**config.mk**
```make
export PLATFORM = sky130hd
export DESIGN_NAME = mul_cmp_sched_flat
export DESIGN_NICKNAME = d
export VERILOG_FILES = /design/src/rtl/mul_cmp_sched_if.sv /design/src/rtl/mul_cmp_sched.sv /design/src/flat_wrapper.sv
export SDC_FILE = /design/constraint.sdc
export NUM_CORES = 1
export LEC_CHECK = 0
export BUFFER_PORTS_ARGS = -buffer_cell sky130_fd_sc_hd__buf_2
export CAP_MARGIN = 10
export CORE_ASPECT_RATIO = 1.75
export CORE_UTILIZATION = 31
export DETAILED_ROUTE_END_ITERATION = 8
export PLACE_DENSITY_LB_ADDON = 0.15
export SLEW_MARGIN = 10
export SYNTH_ARGS = -nofsm -noshare
export SYNTH_HDL_FRONTEND = slang
export SYNTH_SLANG_ARGS = --single-unit
```
**constraint.sdc**
```tcl
create_clock -name clk -period 4 [get_ports clk]
set_input_delay 0.6 -clock clk [delete_from_list [all_inputs] [get_ports clk]]
set_output_delay 0.6 -clock clk [all_outputs]
set_load 0.05 [all_outputs]
```
**src/rtl/mul_cmp_sched_if.sv**
```systemverilog
// Bundle of signals between multiply clients, the shared compressor tree and the scheduler.
// The scheduler takes the slave side; the clients plus compressor take the master side.
interface mul_cmp_sched_if #(
    parameter int W    = 9,
    parameter int NREQ = 3
);
    localparam int IW = $clog2(NREQ);

    logic [NREQ-1:0]   req_valid;
    logic [NREQ-1:0]   req_ready;
    logic [NREQ*W-1:0] req_a;
    logic [NREQ*W-1:0] req_b;
    logic [W*W-1:0]    cmp_pp;
    logic [2*W-1:0]    cmp_sum;
    logic              rsp_valid;
    logic              rsp_ready;
    logic [IW-1:0]     rsp_id;
    logic [2*W-1:0]    rsp_prod;

    modport master (
        output req_valid, req_a, req_b, rsp_ready, cmp_sum,
        input  req_ready, cmp_pp, rsp_valid, rsp_id, rsp_prod
    );

    modport slave (
        input  req_valid, req_a, req_b, rsp_ready, cmp_sum,
        output req_ready, cmp_pp, rsp_valid, rsp_id, rsp_prod
    );
endinterface

```
**src/rtl/mul_cmp_sched.sv**
```systemverilog
// Round-robin scheduler sharing one WxW partial-product compressor among NREQ clients.
// Credits cover both the ops still travelling through the compressor and the buffered
// results, so the compressor path never has to stall.
module mul_cmp_sched #(
    parameter int W         = 9,
    parameter int NREQ      = 3,
    parameter int CMP_LAT   = 0,
    parameter int RSP_DEPTH = 4
) (
    input logic            clk,
    input logic            rst,
    mul_cmp_sched_if.slave bus
);
    localparam int IW = $clog2(NREQ);
    localparam int AW = $clog2(RSP_DEPTH);
    localparam int CW = $clog2(RSP_DEPTH) + 1;
    localparam int PW = 2 * W;

    // Number of partial-product bits in column k of the compressor.
    function automatic int col_cnt(int k);
        return (k < W) ? k + 1 : 2 * W - 1 - k;
    endfunction

    // Bit offset of column k inside the column-packed cmp_pp vector.
    function automatic int col_off(int k);
        int s;
        s = 0;
        for (int c = 0; c < k; c++) s += col_cnt(c);
        return s;
    endfunction

    logic [IW-1:0]   ptr;
    logic [IW-1:0]   grant_id;
    logic            grant_any;
    logic            credit_ok;
    logic            accept;
    logic [NREQ-1:0] grant_vec;
    logic [CW:0]     credit_sum;
    logic [CW-1:0]   inflight;
    logic [CW-1:0]   fifo_count;

    logic            iss_valid;
    logic [IW-1:0]   iss_id;
    logic [W-1:0]    iss_a;
    logic [W-1:0]    iss_b;
    logic [W*W-1:0]  pp;

    logic            tag_valid;
    logic [IW-1:0]   tag_id;

    logic [PW-1:0]   mem_prod [RSP_DEPTH];
    logic [IW-1:0]   mem_id   [RSP_DEPTH];
    logic [AW-1:0]   wr_ptr;
    logic [AW-1:0]   rd_ptr;
    logic [IW-1:0]   last_id;
    logic [PW-1:0]   last_prod;
    logic            push;
    logic            pop;
    logic            fifo_nonempty;

    assign credit_sum = {1'b0, fifo_count} + {1'b0, inflight};
    assign credit_ok  = credit_sum < (CW+1)'(RSP_DEPTH);
    assign accept     = grant_any & credit_ok & ~rst;

    // Search for the first valid requester starting at the round-robin pointer.
    always_comb begin
        int idx;
        idx       = 0;
        grant_any = 1'b0;
        grant_id  = '0;
        for (int off = 0; off < NREQ; off++) begin
            idx = (int'(ptr) + off) % NREQ;
            if (!grant_any && bus.req_valid[idx]) begin
                grant_any = 1'b1;
                grant_id  = IW'(idx);
            end
        end
    end

    // One-hot ready toward the winning requester, suppressed while out of credit or in reset.
    always_comb begin
        grant_vec = '0;
        if (accept) grant_vec[grant_id] = 1'b1;
    end

    assign bus.req_ready = grant_vec;

    // Round-robin pointer moves past the requester that was just accepted.
    always_ff @(posedge clk or posedge rst) begin
        if (rst) begin
            ptr <= '0;
        end else if (accept) begin
            ptr <= (grant_id == IW'(NREQ - 1)) ? '0 : grant_id + 1'b1;
        end
    end

    // Issue register: captures the accepted operands for exactly one cycle of valid.
    always_ff @(posedge clk or posedge rst) begin
        if (rst) begin
            iss_valid <= 1'b0;
            iss_id    <= '0;
            iss_a     <= '0;
            iss_b     <= '0;
        end else begin
            iss_valid <= accept;
            if (accept) begin
                iss_id <= grant_id;
                iss_a  <= bus.req_a[int'(grant_id)*W +: W];
                iss_b  <= bus.req_b[int'(grant_id)*W +: W];
            end
        end
    end

    // Column-packed partial products, lowest weight first; zero while the issue slot is empty.
    for (genvar k = 0; k < 2*W-1; k++) begin : g_col
        for (genvar j = 0; j < col_cnt(k); j++) begin : g_bit
            localparam int I = (((k - W + 1) > 0) ? (k - W + 1) : 0) + j;
            assign pp[col_off(k) + j] = iss_valid & iss_a[I] & iss_b[k - I];
        end
    end

    assign bus.cmp_pp = pp;

    if (CMP_LAT == 0) begin : g_nolat
        assign tag_valid = iss_valid;
        assign tag_id    = iss_id;
    end else begin : g_lat
        logic [CMP_LAT-1:0] pv;
        logic [IW-1:0]      pid [CMP_LAT];

        // Tag pipe shadows the compressor registers so the id lines up with cmp_sum.
        always_ff @(posedge clk or posedge rst) begin
            if (rst) begin
                pv <= '0;
                for (int s = 0; s < CMP_LAT; s++) pid[s] <= '0;
            end else begin
                pv[0]  <= iss_valid;
                pid[0] <= iss_id;
                for (int s = 1; s < CMP_LAT; s++) begin
                    pv[s]  <= pv[s-1];
                    pid[s] <= pid[s-1];
                end
            end
        end

        assign tag_valid = pv[CMP_LAT-1];
        assign tag_id    = pid[CMP_LAT-1];
    end

    assign fifo_nonempty = fifo_count != '0;
    assign push          = tag_valid;
    assign pop           = fifo_nonempty & bus.rsp_ready;

    // In-flight counter: ops between accept and their FIFO write.
    always_ff @(posedge clk or posedge rst) begin
        if (rst) begin
            inflight <= '0;
        end else if (accept && !push) begin
            inflight <= inflight + CW'(1);
        end else if (!accept && push) begin
            inflight <= inflight - CW'(1);
        end
    end

    // FIFO pointers and occupancy; a simultaneous push and pop leaves the count alone.
    always_ff @(posedge clk or posedge rst) begin
        if (rst) begin
            wr_ptr     <= '0;
            rd_ptr     <= '0;
            fifo_count <= '0;
        end else begin
            if (push) wr_ptr <= wr_ptr + 1'b1;
            if (pop)  rd_ptr <= rd_ptr + 1'b1;
            if (push && !pop)      fifo_count <= fifo_count + CW'(1);
            else if (!push && pop) fifo_count <= fifo_count - CW'(1);
        end
    end

    // Storage array needs no reset; only slots below the count are ever presented.
    always_ff @(posedge clk) begin
        if (push) begin
            mem_prod[wr_ptr] <= bus.cmp_sum;
            mem_id[wr_ptr]   <= tag_id;
        end
    end

    // Remember the last popped entry so the response fields hold while the FIFO is empty.
    always_ff @(posedge clk or posedge rst) begin
        if (rst) begin
            last_id   <= '0;
            last_prod <= '0;
        end else if (pop) begin
            last_id   <= mem_id[rd_ptr];
            last_prod <= mem_prod[rd_ptr];
        end
    end

    assign bus.rsp_valid = fifo_nonempty;
    assign bus.rsp_id    = fifo_nonempty ? mem_id[rd_ptr]   : last_id;
    assign bus.rsp_prod  = fifo_nonempty ? mem_prod[rd_ptr] : last_prod;

    a_no_overflow: assert property (@(posedge clk) disable iff (rst)
        !(push && fifo_count == CW'(RSP_DEPTH)));
endmodule

```
**src/flat_wrapper.sv**
```systemverilog
// flat-port wrapper written by rule: the top's interface ports become plain ports
module mul_cmp_sched_flat 
#(
    parameter int W         = 9,
    parameter int NREQ      = 3,
    parameter int CMP_LAT   = 0,
    parameter int RSP_DEPTH = 4
)
  (clk, rst, bus_req_valid, bus_req_a, bus_req_b, bus_rsp_ready, bus_cmp_sum, bus_req_ready, bus_cmp_pp, bus_rsp_valid, bus_rsp_id, bus_rsp_prod);
  mul_cmp_sched_if #(.W(W), .NREQ(NREQ)) bus_i ();
  input logic clk;
  input logic rst;
  input wire logic [$bits(bus_i.req_valid)-1:0] bus_req_valid;
  input wire logic [$bits(bus_i.req_a)-1:0] bus_req_a;
  input wire logic [$bits(bus_i.req_b)-1:0] bus_req_b;
  input wire logic [$bits(bus_i.rsp_ready)-1:0] bus_rsp_ready;
  input wire logic [$bits(bus_i.cmp_sum)-1:0] bus_cmp_sum;
  output wire logic [$bits(bus_i.req_ready)-1:0] bus_req_ready;
  output wire logic [$bits(bus_i.cmp_pp)-1:0] bus_cmp_pp;
  output wire logic [$bits(bus_i.rsp_valid)-1:0] bus_rsp_valid;
  output wire logic [$bits(bus_i.rsp_id)-1:0] bus_rsp_id;
  output wire logic [$bits(bus_i.rsp_prod)-1:0] bus_rsp_prod;
  assign bus_i.req_valid = bus_req_valid;
  assign bus_i.req_a = bus_req_a;
  assign bus_i.req_b = bus_req_b;
  assign bus_i.rsp_ready = bus_rsp_ready;
  assign bus_i.cmp_sum = bus_cmp_sum;
  assign bus_req_ready = bus_i.req_ready;
  assign bus_cmp_pp = bus_i.cmp_pp;
  assign bus_rsp_valid = bus_i.rsp_valid;
  assign bus_rsp_id = bus_i.rsp_id;
  assign bus_rsp_prod = bus_i.rsp_prod;
  mul_cmp_sched #(.W(W), .NREQ(NREQ), .CMP_LAT(CMP_LAT), .RSP_DEPTH(RSP_DEPTH)) u_core (.clk(clk), .rst(rst), .bus(bus_i));
endmodule
```
# Yosys cells after proc, flatten, opt, wreduce, memory -nomap -nowiden
# Memory sizes are Yosys's and may differ from the RTL's.
# Index checks and enable logic that the tools add are counted.
# classes
n_eq_ne	1
order_cmp	6
n_bitwise	94
add_sub_neg	10
shifts	2
n_mux	27
reduce_logical	15
n_mul	1
n_div	3
# op_table
op	n
< comparator 32 x 4 -> 1 bit, second input constant	3
bitwise AND 1 bit	93
remainder unit 32 x 3 -> 32 bit, second input constant	2
variable part select 27 x 32 -> 9 bit	2
remainder unit 3 x 3 -> 32 bit, second input constant	1
two-way mux 18 bit	1
two-way mux 3 bit	5
two-way mux 1 bit	12
two-way mux 2 bit	5
logical AND 1 bit	7
adder 2 x 1 -> 2 bit, second input constant	3
adder 3 x 1 -> 3 bit, second input constant	2
binary-select mux 1 bit (select 2 bit)	3
multiplier 2 x 4 -> 6 bit, second input constant	1
subtractor 3 x 1 -> 3 bit, second input constant	2
zero test 1 bit	5
adder 3 x 3 -> 4 bit	1
< comparator 4 x 3 -> 1 bit, second input constant	1
nonzero test 2 bit	2
adder 2 x 1 -> 3 bit, second input constant	1
adder 2 x 2 -> 3 bit, second input constant	1
< comparator 2 x 3 -> 1 bit, second input constant	1
nonzero test 3 bit	1
demux 1 bit (select 2 bit)	1
3 further kinds	3
# word_totals
mem_bits_rw	80
regBits	53
out_inout_bits	105
n_memories	2
# mem_list
memory	depth	word_bits	rd	rd_ports_with_merged_regs	write_ports	line	text
u_core.mem_prod	4	18	1	0	1	mul_cmp_sched.sv:51	logic [PW-1:0] mem_prod [RSP_DEPTH];
u_core.mem_id	4	2	1	0	1	mul_cmp_sched.sv:52	logic [IW-1:0] mem_id [RSP_DEPTH];

# Logic depth before layout (Yosys ltp)
# Gate-level depths: netlist of the first run.
# depth
ltp_word	17
mapped_depth	15

# Worst setup path after synthesis of the first run
# Ideal clock, no wire load.
# synth_path
kind	register to output
startpoint	register u_core.ptr[0]
endpoint	output bus_req_ready[1]
n_path_buf	2
t_arrival_ns	2.473
stages_incl_launch_ff	10
slack_ns	0.927
cell_sequence	dfrtp_1 inv_1 ha_1 buf_2 a21oi_1 a22oi_1 o22a_1 o22ai_4 buf_2 nor2_1
# synth_between
elab_chain_cells	16
word_cells_on_any_way	32
classes_between	add/sub: 2; div: 3; order compare: 2; mux: 18; bitwise: 2; reduce/logical: 5
# synth_rtl
element	line	text
from (decl)	mul_cmp_sched.sv:32	logic [IW-1:0] ptr;
from (signal assigned)	mul_cmp_sched.sv:93	ptr <= (grant_id == IW'(NREQ - 1)) ? '0 : grant_id + 1'b1;
branches (longest 15 deep; another with remainder unit 32 x 3 -> 32 bit)	n/a	
two-way mux 3 bit (*)	mul_cmp_sched.sv:83	if (accept) grant_vec[grant_id] = 1'b1;
to (decl)	flat_wrapper.sv:18	output wire logic [$bits(bus_i.req_ready)-1:0] bus_req_ready;
# Mark *: on every way between the ends. The select of a mux whose other input is x is not followed.

# Final worst setup path of the first run
# layout_path
startpoint	register u_core.ptr[1]
endpoint	output bus_req_ready[0]
# The elaborated chain is that of the path after synthesis.

==> run metrics, run 1 <==
Final Cell Area a little over 8000 µm²; crit-path cells inv_1, ha_1, mux2i_4, o22ai_2, o32a_1, nand2_1, buf_4, nand3_1, inv_1, buf_2; GRT met2 Usage a little under a third; Final Max Tran Viols 0; synthesized flop and latch total around 130; CP delay by family, top buffers and inverters; f_max 0.2753 GHz; Setup TNS Final 0 ns; Starting Density 31.79%; Std-Cell Rows just under 70; Worst Max-Slew Pin Slew roughly 1.1 ns; mux share of post-synthesis cell area 14.91%; Hold Crit Class input pin to asynchronous set/reset pin; CTS tree done; worst path buffer plus inverter count 4; Max-slew headroom ~29%; arrival time worst endpoint roughly 3.0 ns; Synth Area per Inst ~13 µm²; Total GRT Usage between 10% and 20%; Yosys Warn Count 0; post-route ant nets 0; Leak approximately 3.9 nW; Post-CTS Setup Inserts 0; Synth Net Count about 570; number of global-route vias before repair between 5000 and 6000; Sw Pwr 3.678 mW; GRT Max-Usage Layer met2; DIE AREA 21500 µm²; placed cells roughly 890; final number of hold-violating endpoints 0; Yosys cell types 44; synth cell count leaders 81 x and3_1, 80 x edfxtp_1, 53 x dfrtp_1; fraction of synthesized cell area in xor and xnor cells under 10%; count leader, synth and3_1; IO Pins 183; violated checks DRC; gp weighted congestion just under 0.8; worst-path maximum fanout 17; critical path startpoint u_core.ptr[1]$_DFFE_PP0P_; critical path's slowest cell dfrtp_1; WL final between 15000 and 20000 µm; DRC 10; Reg2Reg Launch Point u_core.ptr[0]$_DFFE_PP0P_; Layout Cells excl Fill 927; CTS H-tree lvls 4; simple-gate share of the synthesized area between 10% and 20%; Clock transition at path regs ~0.060 ns; largest net degree at the start of global routing 91; Gate power share between 40% and 50%; Die Y 193.2 µm; worst-skew pair later-pin latency ~0.41 ns; total power slightly below 8 mW; final setup fails 0; Max Cap Viol 0; Seq/Total Area, Yosys 57.57%; antenna violations before repair 2; DRT Pass-1 Iters 8; Core Area a little over 20000 µm²; status complete, but fails checks; Post-Synth Adder-Cell Area 2.937%; share of power burned in registers a little under a third; first-pass GRT wire length about 27000 µm; clock power share 20.0%; Post-synth top flop edfxtp_1; RSZ-0062 raised after global routing false; deepest clock path buffer count 2; Final Critical Period 3.632 ns; worst setup path class flop to output pin; Vias ~4700; Area Growth Syn to Fin 27.26%; share of cells above drive strength 1 43.43%; CP max stage delay 0.41 ns; total grt overflow 0; NumNets Final 756; Mapped Area 6476 µm²; Resize count post-CTS 0; Post-DP HPWL around 12000 µm; switch share approximately 47%; Hold-fix buffers, CTS 0; Pint about 4.2 mW; crit-path most repeated cell inv_1; Chip Width ~110 µm; clock buffer count from CTS 17; WL per Instance 18.28 µm; power per cell area between 900 and 1000 nW/µm²; Syn Inst Count roughly 480; via/cell ratio 5.029; met1 GRT Util 17.98%; Worst Setup End Kind output pin; met3 Use GR between 3 and 4%; DP Area 7641 µm²; VDD IR max 0.5160 mV; CTS root buf clkbuf_16; largest area contributor in the netlist edfxtp_1; Worst Path Required 3.40 ns; initial detailed-routing violation count ~290; CP Launch Type flop; Post-synth EDFFs 80; fillers a little under 2000; async set or reset register ratio after synthesis about two fifths; compound-gate portion of the synthesized area under 10%; largest cells by area after synthesis edfxtp_1 37%, dfrtp_1 20%, and3_1 7.8%; I/O Buffers 182; top cell type's share of synthesized area 37.09%; clock skew between 0.009 and 0.01 ns; largest family of logic cells by synthesized area multiplexers; Clock Sinks ~130; Tcrit/Tclk final 90.80%
## path summary, 6_finish.rpt
check	to	slack, ns	cells past startpoint
worst max register to register	u_core.inflight[1]$_DFFE_PP0P_	0.96	10
worst min register to register	u_core.inflight[2]$_DFFE_PP0P_	0.48	1
worst max-delay path	bus_req_ready[0]	0.37	10
worst min-delay path	u_core.last_prod[14]$_DFFE_PP0P_	0.33	2
min in group clk	u_core.mem_prod[0][11]$_DFFE_PP_	0.40	1
max in group asynchronous	u_core.last_prod[3]$_DFFE_PP0P_	2.85	3
## metal layers
layer  part of all wire [%]  wire length [µm]
met5                      0                 0
met4                    2.6               448
met3                    4.4               744
met2                     55              9246
met1                     38              6503
## registers in the layout, indices dropped and copies added, names as in the netlist
signal and cells:
u_core.mem_prod 72, u_core.inflight 3, u_core.last_prod 18, u_core.rd_ptr 2, u_core.iss_b 9, u_core.wr_ptr 2
u_core.fifo_count 3, u_core.iss_a 9, u_core.mem_id 8, u_core.last_id 2, u_core.ptr 2, u_core.iss_id 2
u_core.iss_valid 1
## worst register-to-register path, stage by stage (launching register included)
cell and delay, ns:
dfrtp_1 0.37, inv_1 0.09, ha_1 0.46, a21oi_1 0.27, a22oi_1 0.20, o31ai_4 0.48
inv_2 0.09, ha_1 0.22, inv_1 0.07, fa_1 0.40, mux2_2 0.27
## cells by family after synthesis
family / after synthesis
multiplexers: 65
flip-flops: 133
buffers and inverters: 60
adder cells (fa/ha/maj): 14
XOR/XNOR: 9
AO/OA/AOI/OAI: 56
AND/OR/NAND/NOR: 144
## final cells by class
type	instances	area (µm²)	share of cell area, %
flip-flops and latches	133	3730	45.26
multi-input cells	288	2487	30.18
repair buffers	194	1001	12.15
clock buffers	18	429.2	5.207
well taps	248	310.3	3.765
clock inverters	14	166.4	2.019
inverters	30	112.6	1.366
diodes	2	5.005	0.06073
## stage by stage
stage	hold slack [ns]	util, %	setup slack (ns)
detailed placement	0.4705	37.50	0.8128
global route	0.3840	40.45	0.1754
finish	0.3350	40.45	0.3680
global placement	0.4663	37.50	0.9219
floorplan	0.4455	-	0.9270
CTS	0.3565	40.43	0.3659
## cell usage in the layout (no fill, tap or decap), drive strengths merged, types with 2 or more instances in the layout
cell type,instances
clkinvlp,3
bufinv,2
nor2,21
ha,12
and3,81
nand2b,4
fa,2
nand2,7
xnor2,4
a2bb2oi,15
mux4,20
clkinv,2
a21oi,2
inv,37
mux2,42
o22ai,2
edfxtp,80
diode,2
mux2i,3
a31oi,19
nand3,17
o21ai,4
o221ai,3
a21o,3
nor3,2
clkbuf,18
dfrtp,53
buf,194
xor2,5
and2,8
## power groups by stage
stage	sequential (mW)	clock (mW)	combinational [mW]
floorplan	2.11	0	3.29
global placement	2.35	0	3.90
detailed placement	2.39	0	3.95
CTS	2.36	1.61	3.97
global route	2.44	1.67	4.22
finish	2.36	1.57	3.92
Power figures use the tool's default switching activity.
==> run 2, diff against run 1 <==
--- a/config.mk
+++ b/config.mk
@@ -11,6 +11,8 @@
 export CORE_UTILIZATION = 31
 export DETAILED_ROUTE_END_ITERATION = 8
 export PLACE_DENSITY_LB_ADDON = 0.15
+export RECOVER_POWER = 25
+export REMOVE_ABC_BUFFERS = 1
 export SLEW_MARGIN = 10
 export SYNTH_ARGS = -nofsm -noshare
 export SYNTH_HDL_FRONTEND = slang
==> run metrics, run 2 (synthesized netlist as in run 1, its figures left out) <==
status complete, but fails checks; violated checks DRC; crit-path cells inv_1, ha_1, mux2i_4, o22ai_2, o32a_1, nand2_1, buf_4, nand3_1, inv_1, buf_2; DRT Pass-1 Iters 6 (-2); WL final 17020 µm (+0.45%); pre-CTS WS 0.8417 ns (+0.02885 ns); Sequential Area 3730 µm² (unchanged); worst setup path class flop to output pin; DRC 15 (+5); f_max 0.2778 GHz (+0.91%); DIE AREA 21500 µm² (unchanged); Resize count post-CTS 0 (unchanged); clock skew 0.009140 ns (-0.000002360 ns); IO Pins 183 (unchanged); arrival time worst endpoint 3.00 ns (-0.03 ns); CTS root buf clkbuf_16; deepest clock path buffer count 2 (unchanged); Vias 4667 (+0.11%); Final Max Tran Viols 0 (unchanged); post-route ant nets 0 (unchanged); most frequent cells in the layout 164 x buf_2, 81 x and3_1, 80 x edfxtp_1; Die Y 193.2 µm (unchanged); largest net degree at the start of global routing 91 (unchanged); largest register by flop count u_core.mem_prod; Starting Density 31.79% (unchanged); max reg flops 72 (unchanged); share of cells above drive strength 1 40.62% (-2.8 points); Worst Path Required 3.40 ns (about the same); Final WS setup 0.4007 ns (+0.03277 ns); clock buffer count from CTS 17 (unchanged); via/cell ratio 5.035 (+0.11%); Core Area 20370 µm² (unchanged); CTS H-tree lvls 4 (unchanged); Std-Cell Rows 69 (unchanged); Total GRT Usage 16.35% (-0.069 points); fillers 1974 (-0.35%); Max Cap Viol 0 (unchanged); CP Launch Type flop; total grt overflow 0 (unchanged); Post-DP HPWL 12130 µm (+2.5%); Tcrit/Tclk final 89.98% (-0.82 points); first-pass GRT wire length 26850 µm (-0.82%); CTS tree done; worst-skew pair later-pin latency 0.41 ns (about the same); Worst Setup End Kind output pin; CP max stage delay 0.41 ns (about the same); Worst Max-Slew Pin Slew 1.322 ns (+0.2562 ns); worst-path maximum fanout 17 (unchanged); most common cell after layout, fill and taps aside buf_2; final setup fails 0 (unchanged); area of the multi-input gates 2487 µm² (unchanged); Hold Crit Class input pin to flop; Final Critical Period 3.599 ns (-0.03277 ns); Leak 3.840 nW (-0.96%); initial detailed-routing violation count 228 (-20%); final number of hold-violating endpoints 0 (unchanged); RSZ-0062 raised after global routing false; antenna violations before repair 3 (+1); gp weighted congestion 0.8655 (+12%); number of global-route vias before repair 5012 (+0.18%); VDD IR max 0.5766 mV (+12%); Chip Width 111.3 µm (unchanged); Setup TNS Final 0 ns (unchanged); WL per Instance 18.36 µm (+0.45%); Max-slew headroom 11.80% (-17 points); Post-CTS Setup Inserts 0 (unchanged); I/O Buffers 182 (unchanged); critical path's slowest cell dfrtp_1; power per cell area 950.3 nW/µm² (-0.16%); Hold-fix buffers, CTS 0 (unchanged); biggest regs u_core.mem_prod: 72 flops, u_core.last_prod: 18 flops; Clock transition at path regs 0.06 ns (about the same); NumNets Final 756 (unchanged); Area Growth Syn to Fin 26.85%; Clock Sinks 133 (unchanged); fin util 40.32% (-0.13 points); crit-path most repeated cell inv_1
## run 2: cell types whose count changed in the layout (fill, tap and decap cells not counted)
| cell | change |
|---|---|
| clkinv_4 | +2 |
| inv_2 | -1 |
| inv_6 | -1 |
| clkinvlp_4 | -3 |
| buf_2 | -18 |
| buf_12 | +1 |
| inv_8 | -2 |
| inv_1 | +1 |
| clkbuf_1 | +18 |
| buf_4 | -1 |
| clkinv_2 | +4 |
## run 2: area by class of cell
cell class              instances  area share [%]
diodes                          2         0.06092
clock buffers                  18           5.224
clock inverters                14           1.828
inverters                      30           1.371
multi-input cells             288           30.28
flip-flops and latches        133           45.40
well taps                     248           3.777
repair buffers                194           12.06
## run 2: report_power, final
part           internal (mW)  leakage [nW]  switching [mW]
logic                   1.38          2.21            2.51
clock network          0.924         0.289           0.588
registers               1.86          1.34           0.551
## run 2: layer usage
metal / track usage [%] / vias up / wire (µm)
li1: - / 2183 / -
met3: 3.665 / 22 / 801
met1: 16.98 / 2307 / 6344
met5: 0 / - / 12
met2: 31.60 / 153 / 9565
met4: 5.656 / 2 / 296
## run 2: path summary, 6_finish.rpt
check | endpoint | from | cells past startpoint | slack [ns]
max | bus_req_ready[0] | u_core.ptr[1]$_DFFE_PP0P_ | 10 | 0.40
min | u_core.iss_b[7]$_DFFE_PP0P_ | bus_req_b[25] | 3 | 0.43
max reg2reg | u_core.inflight[1]$_DFFE_PP0P_ | u_core.ptr[0]$_DFFE_PP0P_ | 10 | 0.86
min reg2reg | u_core.inflight[2]$_DFFE_PP0P_ | u_core.inflight[2]$_DFFE_PP0P_ | 1 | 0.47
max in group asynchronous | u_core.iss_valid$_DFF_PP0_ | rst | 3 | 2.36
min in group asynchronous | u_core.ptr[1]$_DFFE_PP0P_ | rst | 2 | 0.57
## run 2: worst max-delay path, delay by kind of cell, from the launching register on
family          cells  cell delay [ns]
mux                 1             0.31
compound gates      2             0.57
flops               1             0.41
simple gates        2             0.27
fa+ha+maj           1             0.38
buf+inv             4             0.66
## run 2: metrics by stage
step | area [µm²] | hold slack (ns) | std cells | total power, mW
after detailed placement | 7654 | 0.4689 | 893 | 6.370
after CTS | 8233 | 0.3489 | 925 | 7.905
after global placement | 7654 | 0.4752 | 893 | 6.267
after floorplan | 6329 | 0.4455 | 451 | 5.258
final | 8215 | 0.4332 | 927 | 7.807
after global routing | 8215 | 0.4202 | 927 | 8.273
==> run 3, diff against run 2 <==
==> constraint.sdc (replaced) <==
create_clock -name clk -period 4.04 [get_ports clk]
set_input_delay 0.606 -clock clk [delete_from_list [all_inputs] [get_ports clk]]
set_output_delay 0.606 -clock clk [all_outputs]
set_load 0.05 [all_outputs]
==> run metrics, run 3 (synthesized netlist as in run 1, its figures left out) <==
status complete, but fails checks; violated checks DRC; final setup fails 0 (unchanged); total grt overflow 0 (unchanged); worst-path maximum fanout 17 (unchanged); Final WS setup 0.4627 ns (+0.06201 ns); placed cells 893 (unchanged); deepest clock path buffer count 2 (unchanged); initial detailed-routing violation count 227 (-0.44%); Worst Path Required 3.43 ns (+0.03 ns); CP delay by family, top buffers and inverters; biggest regs u_core.mem_prod: 72 flops, u_core.last_prod: 18 flops; I/O Buffers 182 (unchanged); Std-Cell Rows 69 (unchanged); Vias 4634 (-0.71%); Clock transition at path regs 0.06 ns (about the same); DRT Pass-1 Iters 8 (+2); CTS root buf clkbuf_16; worst path buffer plus inverter count 4 (unchanged); Gate power share 48.9% (-0.9 points); Final Cell Area 8269 µm² (+0.65%); Total GRT Usage 16.31% (-0.037 points); power per cell area 950.7 nW/µm² (about the same); Final Critical Period roughly 3.6 ns; Sw Pwr 3.599 mW (-1.3%); Pint 4.262 mW (+2.4%); most frequent cells in the layout 164 x buf_2, 81 x and3_1, 80 x edfxtp_1; Resize count post-CTS 0 (unchanged); Worst Setup End Kind output pin; Die Y 193.2 µm (unchanged); CTS H-tree lvls 4 (unchanged); clock power share 20.8% (+1.4 points); Post-CTS Setup Inserts 0 (unchanged); share of cells above drive strength 1 40.68% (+0.060 points); Setup TNS Final 0 ns (unchanged); final number of hold-violating endpoints 0 (unchanged); Starting Density 31.79% (unchanged); first-pass GRT wire length 26650 µm (-0.77%); IO Pins 183 (unchanged); post-route ant nets 0 (unchanged); worst setup path class flop to output pin; crit-path most repeated cell inv_1; Chip Width 111.3 µm (unchanged); DIE AREA 21500 µm² (unchanged); gp weighted congestion 0.8417 (-2.7%); CTS tree done; most common cell after layout, fill and taps aside buf_2; switch share 45.78% (-0.91 points); critical path's slowest cell dfrtp_1; Core Area 20370 µm² (unchanged); share of power burned in registers 30.3% (-0.6 points); arrival time worst endpoint 2.97 ns (-0.03 ns); clock buffer count from CTS 17 (unchanged); area of the multi-input gates 2487 µm² (unchanged); CP max stage delay 0.41 ns (about the same); pre-CTS WS 0.8985 ns (+0.05682 ns); number of global-route vias before repair 4934 (-1.6%); fillers 2000 (+1.3%); Worst Max-Slew Pin Slew 1.370 ns (+0.04885 ns); DRC 14 (-1); WL final 16790 µm (-1.3%); crit-path cells inv_1, ha_1, mux2i_4, o22ai_2, o32a_1, nand2_1, buf_4, nand3_1, inv_1, buf_2; CP Launch Type flop; RSZ-0062 raised after global routing false; fin util 40.59% (+0.26 points); largest net degree at the start of global routing 91 (unchanged); Area Growth Syn to Fin 27.69%; clock skew 0.008029 ns (-0.001110 ns); Max Cap Viol 0 (unchanged); DP Area 7654 µm² (unchanged); Hold-fix buffers, CTS 0 (unchanged); f_max 0.2795 GHz; antenna violations before repair 1 (-2); largest register by flop count u_core.mem_prod; via/cell ratio 5.010 (-0.49%); Hold Crit Class input pin to flop; worst-skew pair later-pin latency 0.41 ns (about the same); Post-DP HPWL 12000 µm (-1.0%); max reg flops 72 (unchanged); Max-slew headroom 8.535% (-3.3 points); Leak 3.854 nW (+0.37%); Clock Sinks 133 (unchanged); Tcrit/Tclk final between 80% and 90%; VDD IR max 0.5007 mV (-13%); Layout Cells excl Fill 925 (-0.22%); WL per Instance 18.16 µm (-1.1%); Sequential Area 3730 µm² (unchanged); NumNets Final 756 (unchanged); Final Max Tran Viols 0 (unchanged)
==> run 3: cell types whose count changed in the layout (fill, tap and decap cells not counted) <==
cell,delta
clkbuf_1,-1
clkinv_2,-4
clkbuf_8,+1
bufinv_16,+2
clkinvlp_4,+2
inv_6,-1
diode_2,-1
==> run 3: per-layer routing <==
layer | routed length, µm | GRT usage (%) | vias up
met3 | 922 | 4.010 | 19
met5 | 0 | 0 | -
met2 | 9557 | 31.57 | 165
met4 | 296 | 6.006 | 0
met1 | 6018 | 16.52 | 2265
li1 | - | - | 2185
==> run 3: stage by stage <==
step,power [mW],hold slack (ns)
4_1_cts,7.965,0.3570
5_1_grt,8.344,0.4445
3_3_place_gp,6.218,0.4699
2_1_floorplan,5.206,0.4455
3_5_place_dp,6.309,0.4754
6_report,7.861,0.4394
==> run 3: worst paths after layout <==
path                                                      from                         endpoint  slack, ns  cells past startpoint
min in group asynchronous                                  rst        u_core.ptr[0]$_DFFE_PP0P_       0.59                      2
worst min register to register  u_core.inflight[2]$_DFFE_PP0P_   u_core.inflight[2]$_DFFE_PP0P_       0.48                      1
worst min-delay path                             bus_req_b[25]      u_core.iss_b[7]$_DFFE_PP0P_       0.44                      3
worst max-delay path                 u_core.ptr[1]$_DFFE_PP0P_                 bus_req_ready[0]       0.46                     10
worst max register to register       u_core.ptr[0]$_DFFE_PP0P_   u_core.inflight[1]$_DFFE_PP0P_       0.91                     10
max in group asynchronous                                  rst  u_core.last_prod[3]$_DFFE_PP0P_       2.45                      3
==> run 3: worst register-to-register path, stage by stage (launching register included) <==
cell     delay (ns)
dfrtp_1        0.37
inv_1          0.09
ha_1           0.45
a21oi_1        0.25
a22oi_1        0.18
o31ai_4        0.50
inv_2          0.18
ha_1           0.25
inv_1          0.07
fa_1           0.40
mux2_2         0.26
==> run 3: layout make-up <==
type                    instances  share of cell area (%)
well taps                     248                   3.752
flip-flops and latches        133                   45.11
clock inverters                13                   2.376
clock buffers                  18                   5.311
multi-input cells             288                   30.08
diodes                          1                 0.03026
repair buffers                194                   11.98
inverters                      30                   1.362
==> run 3: power groups by stage <==
stage                     Combinational, mW  Sequential, mW  Clock, mW
after global placement                 3.84            2.38          0
after detailed placement               3.89            2.42          0
after CTS                              3.90            2.39       1.67
final                                  3.85            2.38       1.63
after floorplan                        3.00            2.21          0
after global routing                   4.15            2.46       1.74
